File: config.mk
export PLATFORM = sky130hd
export DESIGN_NAME = idma_rd_burst_planner
export DESIGN_NICKNAME = d
export VERILOG_FILES = /design/src/rtl/idma_pkg.sv /design/src/rtl/idma_outstd_cnt.sv /design/src/rtl/idma_rd_burst_planner.sv
export SDC_FILE = /design/constraint.sdc
export NUM_CORES = 1
export LEC_CHECK = 0
export BUFFER_PORTS_ARGS = -buffer_cell sky130_fd_sc_hd__clkbuf_2
export CORE_ASPECT_RATIO = 0.6
export CORE_MARGIN = 5
export CORE_UTILIZATION = 56
export CTS_CLUSTER_SIZE = 8
export DETAILED_ROUTE_END_ITERATION = 7
export PLACE_DENSITY = 0.78
export SLEW_MARGIN = 20
export SYNTH_ARGS = -nofsm -noshare
export SYNTH_HDL_FRONTEND = slang
export SYNTH_HIERARCHICAL = 1
export SYNTH_SLANG_ARGS = --single-unit
File: constraint.sdc
create_clock -name aclk -period 15.3 [get_ports aclk]
set_clock_uncertainty 0.15 [all_clocks]
set_input_delay 2.295 -clock aclk [delete_from_list [all_inputs] [get_ports aclk]]
set_output_delay 2.295 -clock aclk [all_outputs]
set_load 0.02 [all_outputs]
File: src/rtl/idma_pkg.sv
`default_nettype none
// ============================================================================
// Module      : idma_pkg
// Description : Shared types, constants and helpers for the iDMA read/write
//               burst planners.
//                 state_e        - planner FSM state encoding
//                 PAGE_BYTES     - AXI 4 KB boundary size
//                 beats_to_page  - beats left before the next 4 KB boundary
// Revision    : 1.0 - initial release
// ============================================================================
package idma_pkg;

  typedef enum logic [1:0] {
    S_IDLE  = 2'd0,
    S_ISSUE = 2'd1,
    S_DRAIN = 2'd2,
    S_DONE  = 2'd3
  } state_e;

  localparam int unsigned PAGE_BYTES = 4096;

  // Number of whole beats from a beat-aligned page offset up to the next
  // 4 KB boundary. Result lies in 1..PAGE_BYTES/bytes.
  function automatic logic [12:0] beats_to_page(input logic [11:0] page_off,
                                                input int unsigned bytes);
    logic [12:0] room;
    room = 13'(PAGE_BYTES) - {1'b0, page_off};
    return room / 13'(bytes);
  endfunction

endpackage
`default_nettype wire

File: src/rtl/idma_outstd_cnt.sv
`default_nettype none
// ============================================================================
// Module      : idma_outstd_cnt
// Description : Outstanding-burst up/down counter with runtime limit compare.
//   aclk/aresetn  clock, asynchronous active-low reset
//   inc           burst issued this cycle
//   dec           burst completed this cycle
//   limit         runtime limit; 0 acts as 1, values above MAX clamp to MAX
//   cnt           current outstanding count
//   below_limit   count after this cycle's inc/dec is below the limit
//   underflow     dec arrived while the count was zero (count held)
// Revision    : 1.0 - initial release
// ============================================================================
module idma_outstd_cnt #(
  parameter  int unsigned MAX = 8,
  localparam int unsigned W   = $clog2(MAX + 1)
) (
  input  logic         aclk,
  input  logic         aresetn,
  input  logic         inc,
  input  logic         dec,
  input  logic [W-1:0] limit,
  output logic [W-1:0] cnt,
  output logic         below_limit,
  output logic         underflow
);

  logic [W-1:0] r_cnt;
  logic [W-1:0] w_nxt;
  logic [W-1:0] w_lim;
  logic         w_dec_ok;

  // A completion with nothing outstanding is reported, never counted.
  assign w_dec_ok  = dec & (r_cnt != '0);
  assign underflow = dec & (r_cnt == '0);

  always_comb begin
    w_nxt = r_cnt;
    if (inc && !w_dec_ok) begin
      w_nxt = r_cnt + W'(1);
    end else if (!inc && w_dec_ok) begin
      w_nxt = r_cnt - W'(1);
    end
  end

  always_comb begin
    w_lim = limit;
    if (limit == '0) begin
      w_lim = W'(1);
    end else if (limit > W'(MAX)) begin
      w_lim = W'(MAX);
    end
  end

  // Compare the post-update count so a new burst can be admitted in the
  // same cycle a slot frees up.
  assign below_limit = (w_nxt < w_lim);
  assign cnt         = r_cnt;

  always_ff @(posedge aclk or negedge aresetn) begin
    if (!aresetn) begin
      r_cnt <= '0;
    end else begin
      r_cnt <= w_nxt;
    end
  end

endmodule
`default_nettype wire

File: src/rtl/idma_rd_burst_planner.sv
`default_nettype none
// ============================================================================
// Module      : idma_rd_burst_planner
// Description : Splits one read descriptor into AXI AR bursts bounded by
//               MAX_BURST beats and 4 KB pages, throttled by an outstanding
//               limit and downstream back-pressure; tracks returned bursts.
//   aclk/aresetn            clock, asynchronous active-low reset
//   cfg_outstd              runtime outstanding limit
//   desc_valid/ready/addr/bytes  descriptor handshake and payload
//   ar_valid/ready/addr/len      AR channel
//   bp_stall                downstream full, blocks new AR
//   rburst_done             one pulse per completed data burst
//   burst_first/burst_last  current data burst is first/last of descriptor
//   busy/done/err_unexp     status
// Revision    : 1.0 - initial release
// ============================================================================
module idma_rd_burst_planner
  import idma_pkg::*;
#(
  parameter  int unsigned ADDR_W     = 32,
  parameter  int unsigned DATA_W     = 256,
  parameter  int unsigned LEN_W      = 32,
  parameter  int unsigned MAX_BURST  = 16,
  parameter  int unsigned OUTSTD_MAX = 8,
  localparam int unsigned OW         = $clog2(OUTSTD_MAX + 1)
) (
  input  logic              aclk,
  input  logic              aresetn,
  input  logic [OW-1:0]     cfg_outstd,
  input  logic              desc_valid,
  output logic              desc_ready,
  input  logic [ADDR_W-1:0] desc_addr,
  input  logic [LEN_W-1:0]  desc_bytes,
  output logic              ar_valid,
  input  logic              ar_ready,
  output logic [ADDR_W-1:0] ar_addr,
  output logic [7:0]        ar_len,
  input  logic              bp_stall,
  input  logic              rburst_done,
  output logic              burst_first,
  output logic              burst_last,
  output logic              busy,
  output logic              done,
  output logic              err_unexp
);

  localparam int unsigned BYTES = DATA_W / 8;
  localparam int unsigned OFF   = $clog2(BYTES);

  localparam logic [1:0] ST_IDLE  = S_IDLE;
  localparam logic [1:0] ST_ISSUE = S_ISSUE;
  localparam logic [1:0] ST_DRAIN = S_DRAIN;
  localparam logic [1:0] ST_DONE  = S_DONE;

  logic [1:0]        r_state;
  logic [ADDR_W-1:0] r_cur_addr;
  logic [LEN_W-1:0]  r_rem_beats;
  logic              r_ar_valid;
  logic [ADDR_W-1:0] r_ar_addr;
  logic [7:0]        r_ar_len;
  logic              r_rcv_any;
  logic              r_err;

  logic              w_accept;
  logic              w_fire;
  logic [8:0]        w_beats_cur;
  logic [8:0]        w_beats_nxt;
  logic [ADDR_W-1:0] w_adv_addr;
  logic [LEN_W-1:0]  w_adv_rem;
  logic [ADDR_W-1:0] w_nxt_addr;
  logic [LEN_W-1:0]  w_nxt_rem;
  logic              w_can_issue;
  logic [OW-1:0]     w_cnt;
  logic              w_below;
  logic              w_underflow;
  logic              w_unused_bits;

  // min(remaining, MAX_BURST, beats to the next 4 KB boundary)
  function automatic logic [8:0] calc_beats(input logic [ADDR_W-1:0] addr,
                                            input logic [LEN_W-1:0]  rem);
    logic [12:0] cap;
    cap = beats_to_page(addr[11:0], BYTES);
    if (cap > 13'(MAX_BURST)) begin
      cap = 13'(MAX_BURST);
    end
    if (rem < LEN_W'(cap)) begin
      return rem[8:0];
    end
    return cap[8:0];
  endfunction

  assign w_unused_bits = ^{desc_addr[OFF-1:0], desc_bytes[OFF-1:0]};

  assign w_accept = desc_valid & (r_state == ST_IDLE);
  assign w_fire   = r_ar_valid & ar_ready;

  assign w_beats_cur = calc_beats(r_cur_addr, r_rem_beats);
  assign w_adv_addr  = r_cur_addr + (ADDR_W'(w_beats_cur) << OFF);
  assign w_adv_rem   = r_rem_beats - LEN_W'(w_beats_cur);

  // Cursor as it will stand after this edge; the next AR payload is derived
  // from it so a handshake can reload ar_addr/ar_len in the same edge.
  assign w_nxt_addr  = w_fire ? w_adv_addr : r_cur_addr;
  assign w_nxt_rem   = w_fire ? w_adv_rem  : r_rem_beats;
  assign w_beats_nxt = calc_beats(w_nxt_addr, w_nxt_rem);

  assign w_can_issue = (r_state == ST_ISSUE) & (w_nxt_rem != '0) &
                       ~bp_stall & w_below;

  idma_outstd_cnt #(
    .MAX (OUTSTD_MAX)
  ) u_outstd_cnt (
    .aclk        (aclk),
    .aresetn     (aresetn),
    .inc         (w_fire),
    .dec         (rburst_done),
    .limit       (cfg_outstd),
    .cnt         (w_cnt),
    .below_limit (w_below),
    .underflow   (w_underflow)
  );

  always_ff @(posedge aclk or negedge aresetn) begin
    if (!aresetn) begin
      r_state <= ST_IDLE;
    end else begin
      case (r_state)
        ST_IDLE: begin
          if (w_accept) begin
            r_state <= ((desc_bytes >> OFF) == '0) ? ST_DONE : ST_ISSUE;
          end
        end
        ST_ISSUE: begin
          if (w_fire && (w_adv_rem == '0)) begin
            r_state <= ST_DRAIN;
          end
        end
        ST_DRAIN: begin
          if (w_cnt == '0) begin
            r_state <= ST_DONE;
          end
        end
        default: r_state <= ST_IDLE;
      endcase
    end
  end

  always_ff @(posedge aclk or negedge aresetn) begin
    if (!aresetn) begin
      r_cur_addr  <= '0;
      r_rem_beats <= '0;
    end else if (w_accept) begin
      r_cur_addr  <= {desc_addr[ADDR_W-1:OFF], {OFF{1'b0}}};
      r_rem_beats <= desc_bytes >> OFF;
    end else if (w_fire) begin
      r_cur_addr  <= w_adv_addr;
      r_rem_beats <= w_adv_rem;
    end
  end

  // ar_valid and its payload only change when idle or on a handshake, so an
  // offered burst stays stable regardless of bp_stall or the limit.
  always_ff @(posedge aclk or negedge aresetn) begin
    if (!aresetn) begin
      r_ar_valid <= 1'b0;
      r_ar_addr  <= '0;
      r_ar_len   <= '0;
    end else if (!r_ar_valid || ar_ready) begin
      r_ar_valid <= w_can_issue;
      if (w_can_issue) begin
        r_ar_addr <= w_nxt_addr;
        r_ar_len  <= 8'(w_beats_nxt - 9'd1);
      end
    end
  end

  always_ff @(posedge aclk or negedge aresetn) begin
    if (!aresetn) begin
      r_rcv_any <= 1'b0;
      r_err     <= 1'b0;
    end else begin
      if (w_accept) begin
        r_rcv_any <= 1'b0;
      end else if (rburst_done && (w_cnt != '0)) begin
        r_rcv_any <= 1'b1;
      end
      r_err <= w_underflow | (r_err & ~w_accept);
    end
  end

  assign desc_ready  = (r_state == ST_IDLE);
  assign busy        = (r_state != ST_IDLE);
  assign done        = (r_state == ST_DONE);
  assign ar_valid    = r_ar_valid;
  assign ar_addr     = r_ar_addr;
  assign ar_len      = r_ar_len;
  assign err_unexp   = r_err;
  assign burst_first = busy & ~r_rcv_any & (w_cnt != '0);
  assign burst_last  = busy & (r_rem_beats == '0) & (w_cnt == OW'(1));

endmodule
`default_nettype wire
### Yosys cells after proc, flatten, opt, wreduce, memory -nomap -nowiden

Index checks and enable logic that the tools add are counted.

* add/sub/neg operators: 7
* order comparisons: 6
* eq/ne operators: 7
* multiplexer cells: 23
* bitwise logic cells: 16
* reductions and logical operators: 20

Operators by type and width (number)
* 2-to-1 mux 32 bit: 4
* zero test 32 bit: 3
* adder 32 x 14 -> 32 bit: 1
* < comparator 32 x 13 -> 1 bit: 1
* < comparator 32 x 8 -> 1 bit: 1
* 2-to-1 mux 8 bit: 4
* nonzero test 32 bit: 1
* subtractor 32 x 9 -> 32 bit: 1
* subtractor 13 x 12 -> 13 bit, first input constant: 2
* 2-to-1 mux 9 bit: 2
* greater-than comparator 8 x 5 -> 1 bit, second input constant: 2
* 2-to-1 mux 4 bit: 4
* bitwise AND 1 bit: 12
* zero test 4 bit: 2
* 2-to-1 mux 2 bit: 4
* subtractor 8 x 1 -> 8 bit, second input constant: 1
* one-hot mux 2 bit (3 select lines): 1
* adder 4 x 1 -> 4 bit, second input constant: 1
* equality test 2 bit, second input constant: 2
* equality test 4 x 1 -> 1 bit, second input constant: 1
* greater-than comparator 4 bit, second input constant: 1
* logical AND 1 bit: 4
* < comparator 4 bit: 1
* 2-to-1 mux 1 bit: 4
* other kinds (13): 19

* flip-flop bits (word level): 113
* input port bits: 74
* output and inout bits: 47
* logic and storage cells: 88

### Longest topological paths before layout

* depth in word-level cells: 15
* mapped depth: 43
* depth with buffers taken out: 42

### Modules after synthesis

Netlist, hierarchy kept.

By module, submodules not included
* idma_rd_burst_planner: times used 1, cells each 897, area each 7344.5 um^2, seq. area each 2477.4 um^2
* idma_outstd_cnt: times used 1, cells each 40, area each 365.4 um^2, seq. area each 100.1 um^2

### Worst setup path before layout

OpenSTA, ideal clock, no wires.

* path type: register -> register
* start: reg r_rem_beats[24]
* end: reg r_ar_len[6], in the netlist ar_len[6]
* library setup time: 0.082 ns
* arrival time: 7.404 ns
* data required time: 15.068 ns
* slack: 7.665 ns
* stages on the path, launching flop included: 34
* path buffers: 2
* clock period less this slack: 7.635 ns
* path through: dfrtp_1 or3_1 buf_2 or4_4 or4b_4 or4_4 a211o_4 nor2_4 nand2_1 o21ai_0 a21oi_1 o21ai_0 ha_1 inv_1 fa_1 nor2_1 a21oi_1 ha_1 nand3_1 or4b_1 a221o_1 inv_1 ha_1 nand4_1 o311a_1 and2_1 buf_4 a21oi_1 ha_1 nand2_1 nor4_1 xnor2_1 nand2_1 a31oi_1

* word-level cells in the longest chain between the ends: 12
* elaborated cells on any way between the ends: 20
* those cells by class: add/sub (4); order compare (3); mux (8); bitwise (3); reduce/logical (2)

Ends and longest elaborated chain
* start: declaration: RTL line idma_rd_burst_planner.sv:57 `logic [LEN_W-1:0] r_rem_beats;`
* start signal: assignment: RTL line idma_rd_burst_planner.sv:154 `r_rem_beats <= desc_bytes >> OFF;`
* start signal: assignment: RTL line idma_rd_burst_planner.sv:157 `r_rem_beats <= w_adv_rem;`
* < comparator 32 x 13 -> 1 bit: RTL line idma_rd_burst_planner.sv:86 `if (rem < LEN_W'(cap)) begin`
* 2-to-1 mux 1 bit: RTL line idma_rd_burst_planner.sv:86
* 2-to-1 mux 9 bit: RTL line idma_rd_burst_planner.sv:89 `return cap[8:0];`
* adder 32 x 14 -> 32 bit: RTL line idma_rd_burst_planner.sv:98 `assign w_adv_addr = r_cur_addr + (ADDR_W'(w_beats_cur) << OFF);`
* 2-to-1 mux 32 bit
* subtractor 13 x 12 -> 13 bit: RTL line idma_pkg.sv:27 `room = 13'(PAGE_BYTES) - {1'b0, page_off};`
* greater-than comparator 8 x 5 -> 1 bit: RTL line idma_rd_burst_planner.sv:83 `if (cap > 13'(MAX_BURST)) begin`
* 2-to-1 mux 8 bit: RTL line idma_rd_burst_planner.sv:83
* < comparator 32 x 8 -> 1 bit: RTL line idma_rd_burst_planner.sv:86
* 2-to-1 mux 1 bit: RTL line idma_rd_burst_planner.sv:86
* 2-to-1 mux 8 bit: RTL line idma_rd_burst_planner.sv:89
* subtractor 8 x 1 -> 8 bit: RTL line idma_rd_burst_planner.sv:172 `r_ar_len <= 8'(w_beats_nxt - 9'd1);`
* end signal: assignment: RTL line idma_rd_burst_planner.sv:172
* end: declaration: RTL line idma_rd_burst_planner.sv:60 `logic [7:0] r_ar_len;`

Parallel ways exist; a longest one is shown, timed or not. The select of a mux whose other input is x is not followed.
A chain may end at the register's enable or synchronous reset.

### Final worst setup path

* start: reg r_cur_addr[5]
* end: reg r_ar_len[6], in the netlist ar_len[6]

* word-level cells in the longest chain between the ends: 15
* elaborated cells on any way between the ends: 23
* those cells by class: add/sub (5); order compare (4); mux (9); bitwise (3); reduce/logical (2)

Ends and longest elaborated chain
* start: declaration: RTL line idma_rd_burst_planner.sv:56 `logic [ADDR_W-1:0] r_cur_addr;`
* start signal: assignment: RTL line idma_rd_burst_planner.sv:153 `r_cur_addr <= {desc_addr[ADDR_W-1:OFF], {OFF{1'b0}}};`
* start signal: assignment: RTL line idma_rd_burst_planner.sv:156 `r_cur_addr <= w_adv_addr;`
* subtractor 13 x 12 -> 13 bit: RTL line idma_pkg.sv:27
* greater-than comparator 8 x 5 -> 1 bit: RTL line idma_rd_burst_planner.sv:83
* 2-to-1 mux 8 bit: RTL line idma_rd_burst_planner.sv:83
* < comparator 32 x 13 -> 1 bit: RTL line idma_rd_burst_planner.sv:86
* 2-to-1 mux 1 bit: RTL line idma_rd_burst_planner.sv:86
* 2-to-1 mux 9 bit: RTL line idma_rd_burst_planner.sv:89
* adder 32 x 14 -> 32 bit: RTL line idma_rd_burst_planner.sv:98
* 2-to-1 mux 32 bit
* subtractor 13 x 12 -> 13 bit: RTL line idma_pkg.sv:27
* greater-than comparator 8 x 5 -> 1 bit: RTL line idma_rd_burst_planner.sv:83
* 2-to-1 mux 8 bit: RTL line idma_rd_burst_planner.sv:83
* < comparator 32 x 8 -> 1 bit: RTL line idma_rd_burst_planner.sv:86
* 2-to-1 mux 1 bit: RTL line idma_rd_burst_planner.sv:86
* 2-to-1 mux 8 bit: RTL line idma_rd_burst_planner.sv:89
* subtractor 8 x 1 -> 8 bit: RTL line idma_rd_burst_planner.sv:172

Parallel ways exist; a longest one is shown, timed or not. The select of a mux whose other input is x is not followed.

==> impl_table.tex <==
\begin{tabular}{lr}
\hline
Metric & Value \\
\hline
\multicolumn{2}{l}{\textbf{Layout}} \\
Number of fill cells in the layout & between 1k and 1.5k \\
Area used by sequential logic in the layout & about 2600 µm² \\
Multi-input gate area in the final layout & approximately 4800 µm² \\
Final nets & roughly 1.2k \\
Post-route design area & 8670 µm² \\
Syn-to-layout area delta & 12.5\% \\
Share of cells above drive strength 1 & between 10\% and 20\% \\
Antenna diode count & 0 \\
\multicolumn{2}{l}{\textbf{Status}} \\
Outcome & finished clean \\
\multicolumn{2}{l}{\textbf{Worst setup path}} \\
Critical path required time & 15.44 ns \\
Critical path startpoint category & register \\
Critical path type & register to register \\
Cell seen most often among critical-path stages & sky130\_fd\_sc\_hd\_\_nor2\_1 \\
Crit-path slowest cell & sky130\_fd\_sc\_hd\_\_fa\_1 \\
Data arrival time at the worst-slack endpoint & 9.41 ns \\
Peak per-stage delay on the critical path & 0.53 ns \\
Critical Path Sink Type & register \\
Worst Path Max Fanout & 9 \\
\multicolumn{2}{l}{\textbf{Clock network}} \\
Number of buffers added to fix hold violations after cts & 0 \\
Number of clock sinks & between 100 and 150 \\
TritonCTS clock tree & built \\
Post-CTS Setup Repair Bufs & 0 \\
Clock-pin slew on the worst setup and hold paths & approximately 0.08 ns \\
Clock tree root driver cell & sky130\_fd\_sc\_hd\_\_clkbuf\_16 \\
Clock Path Buffers & 2 \\
Clock buffers created by TritonCTS & 9 \\
Resized cells post-CTS & 0 \\
Latest clock arrival within the worst-skew pair & around 0.37 ns \\
H-tree depth & 3 \\
\multicolumn{2}{l}{\textbf{GRT}} \\
Vias in the first global route & around 7k \\
Maximum number of pins on one net before global-route repair & between 60 and 70 \\
Total congestion overflow after global routing & 0 \\
Wire length of the first global-routing pass & between 30000 and 40000 µm \\
Antenna violations before repair & 0 \\
Global-route total usage across every layer & 28.2\% \\
\multicolumn{2}{l}{\textbf{STA}} \\
Min Tclk post-route & about 9.3 ns \\
Maximum clock rate & 108 MHz \\
Summed negative setup slack over all endpoints & 0 ns \\
Number of failing hold endpoints at the final stage & 0 \\
Period Utilization, post-route & slightly above 60\% \\
Number of failing setup endpoints in the final timing report & 0 \\
Minimum hold slack & about 0.34 ns \\
Unrepaired setup endpoints after global routing & false \\
Max Transition Viols Final & 0 \\
Rel. slew slack & between 30\% and 40\% \\
Transition time of the tightest slew-check pin & approximately 0.97 ns \\
\multicolumn{2}{l}{\textbf{Floorplan}} \\
Cell row count & 33 \\
Core region area & approximately 14000 µm² \\
Effective utilization at floorplan & 56.8\% \\
Y dimension of the die & 101 µm \\
Boundary Pins & around 120 \\
Full die area & $\sim$16000 µm² \\
Chip Width & $\sim$160 µm \\
\multicolumn{2}{l}{\textbf{Yosys}} \\
Flip-flop and latch count after synthesis & between 100 and 150 \\
Most used DFF post-synth & sky130\_fd\_sc\_hd\_\_dfrtp\_1 \\
Async SR Flop Fraction & 100\% \\
Number of unique standard cell types used by synthesis & 81 \\
Share of the yosys chip area belonging to registers & 33.4\% \\
Number of synthesized flops with an enable pin & 0 \\
Mapped cell area & 7710 µm² \\
Average size of a mapped cell & 8.23 µm² \\
Post-synthesis cell count & between 900 and 1k \\
Syn. warnings & 6 \\
\multicolumn{2}{l}{\textbf{Route}} \\
DR pass1 iterations & 5 \\
Post-DRT Antenna Nets & 0 \\
Number of vias per cell & 6.20 \\
Number of vias in the routed layout & approximately 7.5k \\
Total wire length after detailed routing & 22700 µm \\
DRC viols & 0 \\
Avg WL per Cell & between 15 and 20 µm \\
Starting DRC count in detailed routing & $\sim$940 \\
\multicolumn{2}{l}{\textbf{Place}} \\
Routability congestion estimate from global placement & 1.05 \\
Post-DP Area & 8350 µm² \\
Final HPWL DP & approximately 17000 µm \\
Port Buf Inserts & 105 \\
\multicolumn{2}{l}{\textbf{Min path}} \\
Min-delay worst type & register to register \\
\multicolumn{2}{l}{\textbf{Run}} \\
Max Cap Violations & 0 \\
\multicolumn{2}{l}{\textbf{Power}} \\
Cell leakage power & roughly 3.7 nW \\
Worst IR drop on VDD & 0.123 mV \\
Total power divided by cell area & 226 nW/µm² \\
\hline
\end{tabular}
==> cell usage after synthesis, drive strengths merged, types with 4 or more instances <==
| cell | n | share of area [%] |
|---|---|---|
| nor2 | 149 | 7.4 |
| dfrtp | 103 | 33 |
| nand2 | 95 | 4.7 |
| a21oi | 86 | 5.8 |
| ha | 48 | 7.8 |
| o21ai | 41 | 2.7 |
| inv | 38 | 1.8 |
| xor2 | 33 | 3.7 |
| xnor2 | 32 | 3.6 |
| nand3 | 28 | 1.8 |
| clkbuf | 24 | 1.2 |
| nor4 | 23 | 2.1 |
| nor3 | 20 | 1.5 |
| buf | 18 | 1.3 |
| nand4 | 13 | 1.1 |
| o21a | 13 | 1.3 |
| a31oi | 12 | 0.97 |
| nand2b | 9 | 0.73 |
| o211ai | 9 | 0.88 |
| o31ai | 9 | 1.1 |
| or3 | 9 | 0.73 |
| mux2 | 8 | 1.2 |
| or4 | 8 | 0.88 |
| a21o | 7 | 0.68 |
| and2 | 7 | 0.57 |
| mux2i | 7 | 0.91 |
| and3 | 6 | 0.49 |
| nand4b | 5 | 0.57 |
| o2111a | 5 | 0.73 |
| a211oi | 4 | 0.45 |
| nor2b | 4 | 0.32 |
| o2111ai | 4 | 0.45 |
| o211a | 4 | 0.52 |
| o221ai | 4 | 0.45 |
| o22ai | 4 | 0.32 |
==> flip-flops by register name, summed over array words and instances (netlist names) <==
register / cells
ar_addr: 27
ar_len: 8
ar_valid: 1
err_unexp: 1
r_cur_addr: 27
r_rcv_any: 1
r_rem_beats: 32
r_state: 2
u_outstd_cnt/cnt: 4
==> critical path: cells and delay by family, from the launching register on <==
kind	cells	cell delay, ns
AOI/OAI and AO/OA	13	3.23
and+or+nand+nor	15	2.59
adders and majority gates	7	2.28
buffers and inverters	3	0.29
xor gates and xnor gates	1	0.17
DFF	1	0.50
==> final cells by class <==
class	instances	share of cell area, %
Multi-Input combinational cell	764	55.9
Clock buffer	9	2.60
Clock inverter	7	1.10
Tap cell	175	2.52
Sequential cell	103	29.7
Inverter	38	1.64
Timing Repair Buffer	110	6.52
==> logic make-up after synthesis <==
kind of cell,after synthesis,synth area share [%]
muxes,15,2.08
and+or+nand+nor,395,24.9
DFF,103,33.4
xor gates and xnor gates,65,7.38
other,2,0.0974
buffers and inverters,80,4.37
adders and majority gates,50,8.31
AOI/OAI and AO/OA,227,19.5
==> per-layer routing <==
metal  vias to the layer above  share of wire (%)  global-route usage [%]
li1                       3515                  -                       -
met1                      3528                 47                    43.8
met2                       401                 39                    38.0
met3                        37                 12                    9.44
met4                         2                1.2                    4.85
met5                         -               0.12                    1.52
==> final timing paths <==
path,slack (ns),end,from,depth (start not counted)
max,6.03,ar_len[6],r_cur_addr[5],39
min,0.34,err_unexp,err_unexp,1
max reg2reg,6.03,ar_len[6],r_cur_addr[5],39
min reg2reg,0.34,err_unexp,err_unexp,1
max in group asynchronous,12.06,ar_addr[17],aresetn,2
min in group asynchronous,1.80,r_state[1],aresetn,1
==> stage by stage <==
| step | utilization [%] | instances | setup slack (ns) | power [W] |
|---|---|---|---|---|
| floorplan | - | 947 | 7.66 | 0.00134 |
| global placement | 61.5 | 1190 | 6.46 | 0.00163 |
| detailed placement | 61.5 | 1190 | 6.32 | 0.00167 |
| CTS | 63.9 | 1206 | 6.29 | 0.00193 |
| global route | 63.9 | 1206 | 5.16 | 0.00210 |
| finish | 63.9 | 1206 | 6.03 | 0.00196 |
==> placed cells by master, fill, tap and decap left out, types with 12 or more instances in the layout <==
master	instances
sky130_fd_sc_hd__o21a_1	13
sky130_fd_sc_hd__nor3_1	17
sky130_fd_sc_hd__clkbuf_2	104
sky130_fd_sc_hd__dfrtp_1	103
sky130_fd_sc_hd__ha_1	48
sky130_fd_sc_hd__xor2_1	33
sky130_fd_sc_hd__inv_1	37
sky130_fd_sc_hd__xnor2_1	32
sky130_fd_sc_hd__nand3_1	28
sky130_fd_sc_hd__conb_1	12
sky130_fd_sc_hd__a21oi_1	82
sky130_fd_sc_hd__nor2_1	147
sky130_fd_sc_hd__nand4_1	13
sky130_fd_sc_hd__nand2_1	93
sky130_fd_sc_hd__nor4_1	22
sky130_fd_sc_hd__o21ai_0	39
sky130_fd_sc_hd__a31oi_1	12
==> report_power, final <==
part / internal (W) / total, W / switching [W]
registers: 0.000399 / 0.000563 / 0.000163
logic: 0.000424 / 0.00114 / 0.000718
clock network: 0.000132 / 0.000252 / 0.000120
total: 0.000956 / 0.00196 / 0.00100
(Power assumes the default switching activity.)
